`src/rtl/memory_arbiter.sv`:
```
// -----------------------------------------------------------------------------
// memory_arbiter
//
// Puts the datapath's instruction-fetch and data-access requests onto a single
// single-ported RAM, one access at a time.
//
// Arbitration: data requests win over a waiting fetch. After MAXD consecutive
// data grants made while a fetch was waiting, the fetch is served next.
// Address, store data and access kind are captured at grant. The RAM port is
// driven only from those registers.
//
// Each access ends on ramready, or on a watchdog abort after TIMEOUT cycles.
// An abort sets the sticky err flag and returns 32'hBAD1BAD1 for reads. Every
// access ends with a one-cycle ihit or dhit pulse in the DONE state. All
// outputs come straight from flops.
//
// Parameters
//   TIMEOUT   access cycles without ramready before abort (1..65535)
//   MAXD      data grants allowed in a row while a fetch waits (>= 1)
//
// Ports
//   CLK, nRST                 rising-edge clock, async active-low reset
//   imemREN/imemaddr          fetch request (held until ihit) and address
//   imemload/ihit             fetched word and its completion pulse
//   dmemREN/dmemWEN           data read / write request (held until dhit)
//   dmemaddr/dmemstore        data address and write data
//   dmemload/dhit             read data and its completion pulse
//   ramREN/ramWEN             RAM read / write strobes
//   ramaddr/ramstore          RAM address / write data
//   ramload/ramready          RAM read data and one-cycle completion pulse
//   err                       sticky watchdog flag
// -----------------------------------------------------------------------------
module memory_arbiter #(
   parameter int TIMEOUT = 255,
   parameter int MAXD    = 4
) (
   input  logic        CLK,
   input  logic        nRST,
   input  logic        imemREN,
   input  logic [31:0] imemaddr,
   output logic [31:0] imemload,
   output logic        ihit,
   input  logic        dmemREN,
   input  logic        dmemWEN,
   input  logic [31:0] dmemaddr,
   input  logic [31:0] dmemstore,
   output logic [31:0] dmemload,
   output logic        dhit,
   output logic        ramREN,
   output logic        ramWEN,
   output logic [31:0] ramaddr,
   output logic [31:0] ramstore,
   input  logic [31:0] ramload,
   input  logic        ramready,
   output logic        err
);

   localparam int            SW         = $clog2(MAXD + 1);
   localparam logic [SW-1:0] STREAK_MAX = SW'(MAXD);
   localparam logic [SW-1:0] STREAK_ONE = SW'(1);
   localparam logic [15:0]   WD_LAST    = 16'(TIMEOUT - 1);
   localparam logic [31:0]   ABORT_DATA = 32'hBAD1_BAD1;

   typedef enum logic [1:0] {
      IDLE = 2'd0,
      IACC = 2'd1,
      DACC = 2'd2,
      DONE = 2'd3
   } state_t;

   state_t        state_r;
   state_t        next_state_s;

   logic          data_req_s;
   logic          streak_full_s;
   logic          grant_i_s;
   logic          grant_d_s;
   logic          complete_s;
   logic          abort_s;

   logic          write_r;
   logic          write_next_s;
   logic [SW-1:0] streak_r;
   logic [SW-1:0] streak_next_s;
   logic [15:0]   wd_r;
   logic [15:0]   wd_next_s;

   logic          ramren_r;
   logic          ramwen_r;
   logic          ihit_r;
   logic          dhit_r;
   logic          err_r;
   logic [31:0]   ramaddr_r;
   logic [31:0]   ramstore_r;
   logic [31:0]   imemload_r;
   logic [31:0]   dmemload_r;

   logic          ramren_next_s;
   logic          ramwen_next_s;
   logic          ihit_next_s;
   logic          dhit_next_s;
   logic          err_next_s;
   logic [31:0]   ramaddr_next_s;
   logic [31:0]   ramstore_next_s;
   logic [31:0]   imemload_next_s;
   logic [31:0]   dmemload_next_s;

   assign data_req_s    = dmemREN | dmemWEN;
   assign streak_full_s = (streak_r >= STREAK_MAX);

   // State register.
   always_ff @(posedge CLK or negedge nRST) begin
      if (!nRST) begin
         state_r <= IDLE;
      end else begin
         state_r <= next_state_s;
      end
   end

   // Next-state logic: arbitration in IDLE, completion or watchdog abort in
   // the access states.
   always_comb begin
      next_state_s = state_r;
      grant_i_s    = 1'b0;
      grant_d_s    = 1'b0;
      complete_s   = 1'b0;
      abort_s      = 1'b0;
      case (state_r)
         IDLE: begin
            // The guard only holds data back while a fetch is actually
            // waiting. If the fetch vanishes at a full streak, data is
            // still served rather than stalling.
            if (data_req_s && (!streak_full_s || !imemREN)) begin
               next_state_s = DACC;
               grant_d_s    = 1'b1;
            end else if (imemREN) begin
               next_state_s = IACC;
               grant_i_s    = 1'b1;
            end else begin
               next_state_s = IDLE;
            end
         end
         IACC, DACC: begin
            // ramready takes priority over a timeout in the same cycle.
            if (ramready) begin
               next_state_s = DONE;
               complete_s   = 1'b1;
            end else if (wd_r == WD_LAST) begin
               next_state_s = DONE;
               abort_s      = 1'b1;
            end else begin
               next_state_s = state_r;
            end
         end
         DONE: begin
            next_state_s = IDLE;
         end
         default: begin
            next_state_s = IDLE;
         end
      endcase
   end

   // Next values for the streak counter, the watchdog and the latched access kind.
   always_comb begin
      streak_next_s = streak_r;
      wd_next_s     = wd_r;
      write_next_s  = write_r;

      if (grant_i_s) begin
         streak_next_s = '0;
      end else if (grant_d_s) begin
         if (!imemREN) begin
            streak_next_s = '0;
         end else if (streak_full_s) begin
            streak_next_s = STREAK_MAX;
         end else begin
            streak_next_s = streak_r + STREAK_ONE;
         end
      end else begin
         streak_next_s = streak_r;
      end

      if (grant_i_s || grant_d_s) begin
         wd_next_s = 16'd0;
      end else if (((state_r == IACC) || (state_r == DACC)) && (next_state_s == state_r)) begin
         wd_next_s = wd_r + 16'd1;
      end else begin
         wd_next_s = 16'd0;
      end

      if (grant_d_s) begin
         write_next_s = dmemWEN;
      end else begin
         write_next_s = write_r;
      end
   end

   // Streak, watchdog and access-kind registers.
   always_ff @(posedge CLK or negedge nRST) begin
      if (!nRST) begin
         streak_r <= '0;
         wd_r     <= 16'd0;
         write_r  <= 1'b0;
      end else begin
         streak_r <= streak_next_s;
         wd_r     <= wd_next_s;
         write_r  <= write_next_s;
      end
   end

   // Output logic: the values every output register takes next, derived from
   // the next state so that strobes line up with the state they belong to.
   always_comb begin
      ramren_next_s   = (next_state_s == IACC) ||
                        ((next_state_s == DACC) && !write_next_s);
      ramwen_next_s   = (next_state_s == DACC) && write_next_s;
      ihit_next_s     = (state_r == IACC) && (complete_s || abort_s);
      dhit_next_s     = (state_r == DACC) && (complete_s || abort_s);
      err_next_s      = err_r | abort_s;

      if (grant_i_s) begin
         ramaddr_next_s = imemaddr;
      end else if (grant_d_s) begin
         ramaddr_next_s = dmemaddr;
      end else begin
         ramaddr_next_s = ramaddr_r;
      end

      if (grant_d_s) begin
         ramstore_next_s = dmemstore;
      end else begin
         ramstore_next_s = ramstore_r;
      end

      imemload_next_s = imemload_r;
      if (state_r == IACC) begin
         if (complete_s) begin
            imemload_next_s = ramload;
         end else if (abort_s) begin
            imemload_next_s = ABORT_DATA;
         end else begin
            imemload_next_s = imemload_r;
         end
      end else begin
         imemload_next_s = imemload_r;
      end

      // A write leaves dmemload untouched, even on abort.
      dmemload_next_s = dmemload_r;
      if ((state_r == DACC) && !write_r) begin
         if (complete_s) begin
            dmemload_next_s = ramload;
         end else if (abort_s) begin
            dmemload_next_s = ABORT_DATA;
         end else begin
            dmemload_next_s = dmemload_r;
         end
      end else begin
         dmemload_next_s = dmemload_r;
      end
   end

   // Output registers. Reset clears the strobes straight away, even mid-access.
   always_ff @(posedge CLK or negedge nRST) begin
      if (!nRST) begin
         ramren_r   <= 1'b0;
         ramwen_r   <= 1'b0;
         ihit_r     <= 1'b0;
         dhit_r     <= 1'b0;
         err_r      <= 1'b0;
         ramaddr_r  <= 32'd0;
         ramstore_r <= 32'd0;
         imemload_r <= 32'd0;
         dmemload_r <= 32'd0;
      end else begin
         ramren_r   <= ramren_next_s;
         ramwen_r   <= ramwen_next_s;
         ihit_r     <= ihit_next_s;
         dhit_r     <= dhit_next_s;
         err_r      <= err_next_s;
         ramaddr_r  <= ramaddr_next_s;
         ramstore_r <= ramstore_next_s;
         imemload_r <= imemload_next_s;
         dmemload_r <= dmemload_next_s;
      end
   end

   assign ramREN   = ramren_r;
   assign ramWEN   = ramwen_r;
   assign ramaddr  = ramaddr_r;
   assign ramstore = ramstore_r;
   assign ihit     = ihit_r;
   assign dhit     = dhit_r;
   assign imemload = imemload_r;
   assign dmemload = dmemload_r;
   assign err      = err_r;

endmodule

```
`config.mk`:
```
export PLATFORM = sky130hd
export DESIGN_NAME = memory_arbiter
export DESIGN_NICKNAME = d
export VERILOG_FILES = /design/src/rtl/memory_arbiter.sv
export SDC_FILE = /design/constraint.sdc
export NUM_CORES = 1
export LEC_CHECK = 0
export CAP_MARGIN = 20
export CORE_MARGIN = 2
export CORE_UTILIZATION = 40
export CTS_CLUSTER_DIAMETER = 120
export DETAILED_ROUTE_END_ITERATION = 6
export GPL_ROUTABILITY_DRIVEN = 0
export GPL_TIMING_DRIVEN = 0
export MAX_ROUTING_LAYER = met4
export PLACE_DENSITY = 0.76
export SETUP_SLACK_MARGIN = 0.3
export SLEW_MARGIN = 5
export SYNTH_ARGS = -nofsm -noshare
export SYNTH_HDL_FRONTEND = slang
export SYNTH_SLANG_ARGS = --single-unit
```
`constraint.sdc`:
```
create_clock -name CLK -period 2.3 [get_ports CLK]
set_clock_uncertainty 0.05 [all_clocks]
set_input_delay 0.46 -clock CLK [delete_from_list [all_inputs] [get_ports CLK]]
set_output_delay 0.46 -clock CLK [all_outputs]
set_load 0.01 [all_outputs]
```
Word level (Yosys, flattened, before mapping)

Index checks and enable logic that the tools add are counted.

Flip-flop bits (word level): 155
Bits in latches: 0
Bits in writable memories: 0
ROM bits: 0
Bits of input ports: 134
Output and inout port bits: 133
Logic and storage cells: 73
Memories kept: 0

$add $sub $neg: 2
Multipliers: 0
Divide/modulo/power cells: 0
Magnitude comparators: 1
Equal/unequal tests: 7
Shift-type cells: 0
Mux-type cells: 26
Bitwise operators: 2
Reductions and logical operators: 22

Operators with widths:

| kind                  | number |
|---|---|
| $mux 32               | 4 |
| $mux 16               | 2 |
| $add 16x1->16 const B | 1 |
| $eq 16x8->1 const B   | 1 |
| $mux 1                | 12 |
| $mux 3                | 4 |
| $logic_and 1x1->1     | 7 |
| $eq 2x2->1 const B    | 3 |
| $mux 2                | 3 |
| $pmux 2 s3            | 1 |
| $logic_or 1x1->1      | 5 |
| $eq 2x1->1 const B    | 2 |
| $logic_not 1->1       | 4 |
| $reduce_and 2->1      | 2 |
| $reduce_bool 2->1     | 2 |
| $add 3x1->3 const B   | 1 |
| $ge 3x3->1 const B    | 1 |
| $eq 2x2->1            | 1 |
| $logic_not 2->1       | 1 |
| $or 1x1->1            | 2 |
| $reduce_or 2->1       | 1 |

Depth between registers and ports, before layout

Word-level depth: 10
Gate-level depth with buffers: 9
Depth with buffers taken out: 7

Worst setup path after synthesis

OpenSTA, ideal clock, no wires.

Path type: flip-flop to flip-flop
Start point: register state_r[1]
End point: register dmemload_r[10], in the netlist dmemload[10]
Setup time: 0.066 ns
Data arrival time: 1.822 ns
Path slack: 0.362 ns
Cell stages (with the launch flop): 9
Buffers on the path: 2
Clock period less this slack: 1.938 ns
Cells stage by stage: dfrtp_1 inv_1 ha_1 nand2_1 nor2_1 and2_1 clkbuf_1 clkbuf_1 a22o_1

Word-level cells in the longest chain between the ends: 5

Ends and longest elaborated chain:

| item                                            | RTL line | text |
|---|---|---|
| start, declared                                 | 71       | `state_t state_r;` |
| start signal, assigned                          | 116      | `state_r <= next_state_s;` |
| $eq 2x1->1 / $eq 2x2->1 (equally long branches) | 128, 251 |  |
| $reduce_or 2->1                                 | 128      | `case (state_r)` |
| $mux 1                                          | 128      |  |
| $reduce_bool 2->1 (no source line)              | -        |  |
| $reduce_and 2->1 (no source line)               | -        |  |
| end signal, assigned                            | 285      | `dmemload_r <= dmemload_next_s;` |
| end, declared                                   | 96       | `logic [31:0] dmemload_r;` |

Parallel ways exist; a longest one is shown, timed or not.
A chain may end at the register's enable or synchronous reset.

Final worst setup path

Start point: register wd_r[0]
End point: register imemload_r[10], in the netlist imemload[10]

Word-level cells in the longest chain between the ends: 6

Ends and longest elaborated chain:

| item                               | RTL line | text |
|---|---|---|
| start, declared                    | 85       | `logic [15:0] wd_r;` |
| start signal, assigned             | 207      | `wd_r <= wd_next_s;` |
| $eq 16x8->1                        | 148      | `end else if (wd_r == WD_LAST) begin` |
| $mux 1                             | 148      |  |
| $mux 1                             | 145      | `if (ramready) begin` |
| $mux 1                             | 128      |  |
| $reduce_bool 2->1 (no source line) | -        |  |
| $reduce_and 2->1 (no source line)  | -        |  |
| end signal, assigned               | 284      | `imemload_r <= imemload_next_s;` |
| end, declared                      | 95       | `logic [31:0] imemload_r;` |

Every way passes these cells.

==> key figures <==
Detailed routing
  – Via density: 4.98
  – WL/cell: about 17 um
  – Via count: around 5,000
  – Final WL: around 17,000 um
  – DR DRC count: 0
  – Remaining antenna violation count: 0
  – Pre-antenna DRT Iters: 6
  – First-iteration detailed-routing DRC count: 278

Finish
  – Share of cells above drive strength 1: 14.9%
  – Syn-to-layout area delta: 60.0%
  – Leading cell type in the layout, fill and taps excluded: clkdlybuf4s50_1
  – Layout Nets: 926
  – Most frequent cells in the layout: clkdlybuf4s50_1, dfrtp_1, nand2_1
  – Footprint of the multi-input gates: approximately 2200 um2
  – Final Util: 65.6%
  – Design area: between 10,000 and 15,000 um2
  – Storage cell area: 3880 um2
  – Fillers: between 1,000 and 1,500

Synth
  – Synth Cell Area: ~6300 um2
  – Fraction of registers with async set/reset: 100%
  – Seq/Total Area, Yosys: roughly three fifths
  – Post-synth EDFFs: 0
  – Post-synth top area share: 62.0%
  – Dominant cell type by area after synthesis: dfrtp_1
  – Synth area leaders: dfrtp_1, mux2_2, o22a_1, nand2_1, a22oi_1
  – Predominant post-synthesis flop cell: dfrtp_1
  – Syn_nets: roughly 630
  – Post-Syn Instances: ~490
  – #FFs+latches synth: 155
  – Syn. warnings: 0
  – Unique masters post-synth: 45
  – Syn Area/Cell: 12.7 um2

Setup path
  – Setup CP Type: flop to flop
  – Worst setup SP type: flop
  – Buf/Inv on CP: 3
  – Crit path max-delay family: simple AND/OR/NAND/NOR gates
  – Crit. End Element: flop
  – Cell chain of the critical path: inv_1, ha_1, nor4b_4, a41oi_4, or2_1, buf_6, buf_8, a22o_1
  – WP data arrival: 2.34 ns
  – CP max FO: 10
  – Critical-path top delay cell: dfrtp_1
  – Max stage delay on crit path: 0.39 ns
  – Worst Path Required: 2.55 ns

Global route
  – Initial antenna violation count: 0
  – All-Layer GR Usage: between 20% and 30%
  – Vias in the first global route: 5,313
  – GR Overflow Total: 0
  – First-pass GRT wire length: 26,100 um
  – Pin count of the biggest net entering global routing: 92

Place
  – PortBufs: 265
  – Detailed Place HPWL: 12,500 um
  – Area after DPL: 9200 um2

Timing
  – Tcrit/Tclk final: 90.8%
  – Final Hold Vio Count: 0
  – Unrepaired setup endpoints after global routing: yes
  – Setup TNS: 0 ns
  – Tightest Pin Transition: 0.619 ns
  – Fmax: 479 MHz
  – Slew headroom: 58.7%
  – Final Critical Period: ~2.1 ns
  – Count of final setup violators: 0
  – Slew Limit Fails: 0
  – WHS: between 0.3 and 0.4 ns

Floorplanning
  – # IOs: roughly 270
  – Core ar.: 15,300 um2
  – Die Ht: 129 um
  – Starting Density: around two fifths
  – FP Rows: 45
  – Die X: 129 um
  – Die area: 16,700 um2

Status
  – Status: completed

CTS
  – Root buf cell: clkbuf_16
  – CTS Sinks: 155
  – Clock buffer depth: 2
  – CTS Buf Count: 17
  – Worst-path clk slew: 0.06 ns
  – Insertion delay to the later sink of the worst-skew pair: 0.41 ns
  – H-tree depth: 4
  – CTS tree: done

Run
  – MaxCap Viol Count: 0

Power
  – Max IR drop VDD: about 630 uV
  – Pwr Density: 1380 nW/um2
  – Overall power: 0.0138 W
  – Leak: 4.28 nW

Min path
  – Worst Hold Class: input port to flop
-- power by group --
group | switching (W) | total [W] | internal (W)
Sequential | 0.000685 | 0.00462 | 0.00393
Clock | 0.00107 | 0.00308 | 0.00201
Combinational | 0.00260 | 0.00613 | 0.00353
Total | 0.00435 | 0.0138 | 0.00948
-- registers in the layout (all words and copies together) (netlist names) --
name / count
wd_r: 16
imemload: 32
dhit: 1
write_r: 1
dmemload: 32
ramREN: 1
ihit: 1
ramaddr: 32
streak_r: 3
ramstore: 32
ramWEN: 1
state_r: 2
err: 1
-- logic make-up (layout without fill, tap and decap cells) --
group	count (synthesis)	after routing	share of synthesized area, %
AO/OA/AOI/OAI	111	111	15.2
XOR/XNOR	16	16	2.24
adder cells (fa/ha/maj)	8	8	1.60
buffers and inverters	40	344	3.28
flip-flops	155	155	62.0
multiplexers	33	33	5.92
other	0	1	0
AND/OR/NAND/NOR	129	129	9.76
-- metal layers --
layer  GRT usage (%)  routed length, um  vias to the layer above
li1                -                  -                     2340
met1            24.4               7010                     2471
met2            35.0               8580                      184
met3            5.82                965                       27
met4            7.16                348                        0
met5               -                  0                        -
-- final timing paths --
kind	startpoint	to	slack, ns	cells after the start
max in group asynchronous	nRST	state_r[0]$_DFF_PN0_	0.76	3
min in group asynchronous	nRST	dmemload[11]$_DFFE_PN0P_	0.55	2
max	wd_r[0]$_DFF_PN0_	imemload[10]$_DFFE_PN0P_	0.21	8
min	imemREN	streak_r[0]$_DFFE_PN0N_	0.33	3
max reg2reg	wd_r[0]$_DFF_PN0_	imemload[10]$_DFFE_PN0P_	0.21	8
min reg2reg	ramaddr[29]$_DFFE_PN0N_	ramaddr[29]$_DFFE_PN0N_	0.41	2
-- Yosys cell counts (all sizes together) (5+ instances only) --
| master | instances |
|---|---|
| a22o | 28 |
| a22oi | 32 |
| buf | 16 |
| clkbuf | 13 |
| dfrtp | 155 |
| ha | 8 |
| inv | 11 |
| mux2 | 32 |
| nand2 | 75 |
| nand3 | 6 |
| nor2 | 22 |
| o22a | 36 |
| xnor2 | 11 |
| xor2 | 5 |
-- stage by stage --
| stage | setup WS, ns | std cells |
|---|---|---|
| 4_1_cts | 0.223 | 1007 |
| 2_1_floorplan | 0.362 | 492 |
| 5_1_grt | 0.151 | 1007 |
| 6_report | 0.211 | 1008 |
| 3_5_place_dp | -0.336 | 969 |
| 3_3_place_gp | -5.21 | 968 |
-- worst min-delay path: stages --
cell and delay, ns:
buf_2 0.17, nand2_1 0.07, o21ai_1 0.05
-- repair_timing --
action	4_1_cts	5_1_grt
hold buffers	1	0
gates cloned	0	0
gates resized for setup	23	9
pin swaps	4	1
setup endpoints to repair	123	106
hold endpoints to repair	3	0
setup buffers	6	0
-- final cells by class --
| cell class | instances | share of cell area, % |
|---|---|---|
| sequential | 155 | 38.8 |
| tap | 211 | 2.64 |
| buffer | 29 | 1.90 |
| clock buffer | 20 | 4.66 |
| clock inverter | 11 | 1.90 |
| timing repair buffer | 273 | 27.4 |
| inverter | 11 | 0.462 |
| antenna | 1 | 0.0250 |
| multi-input combinational | 297 | 22.3 |
Power figures use the tool's default switching activity.
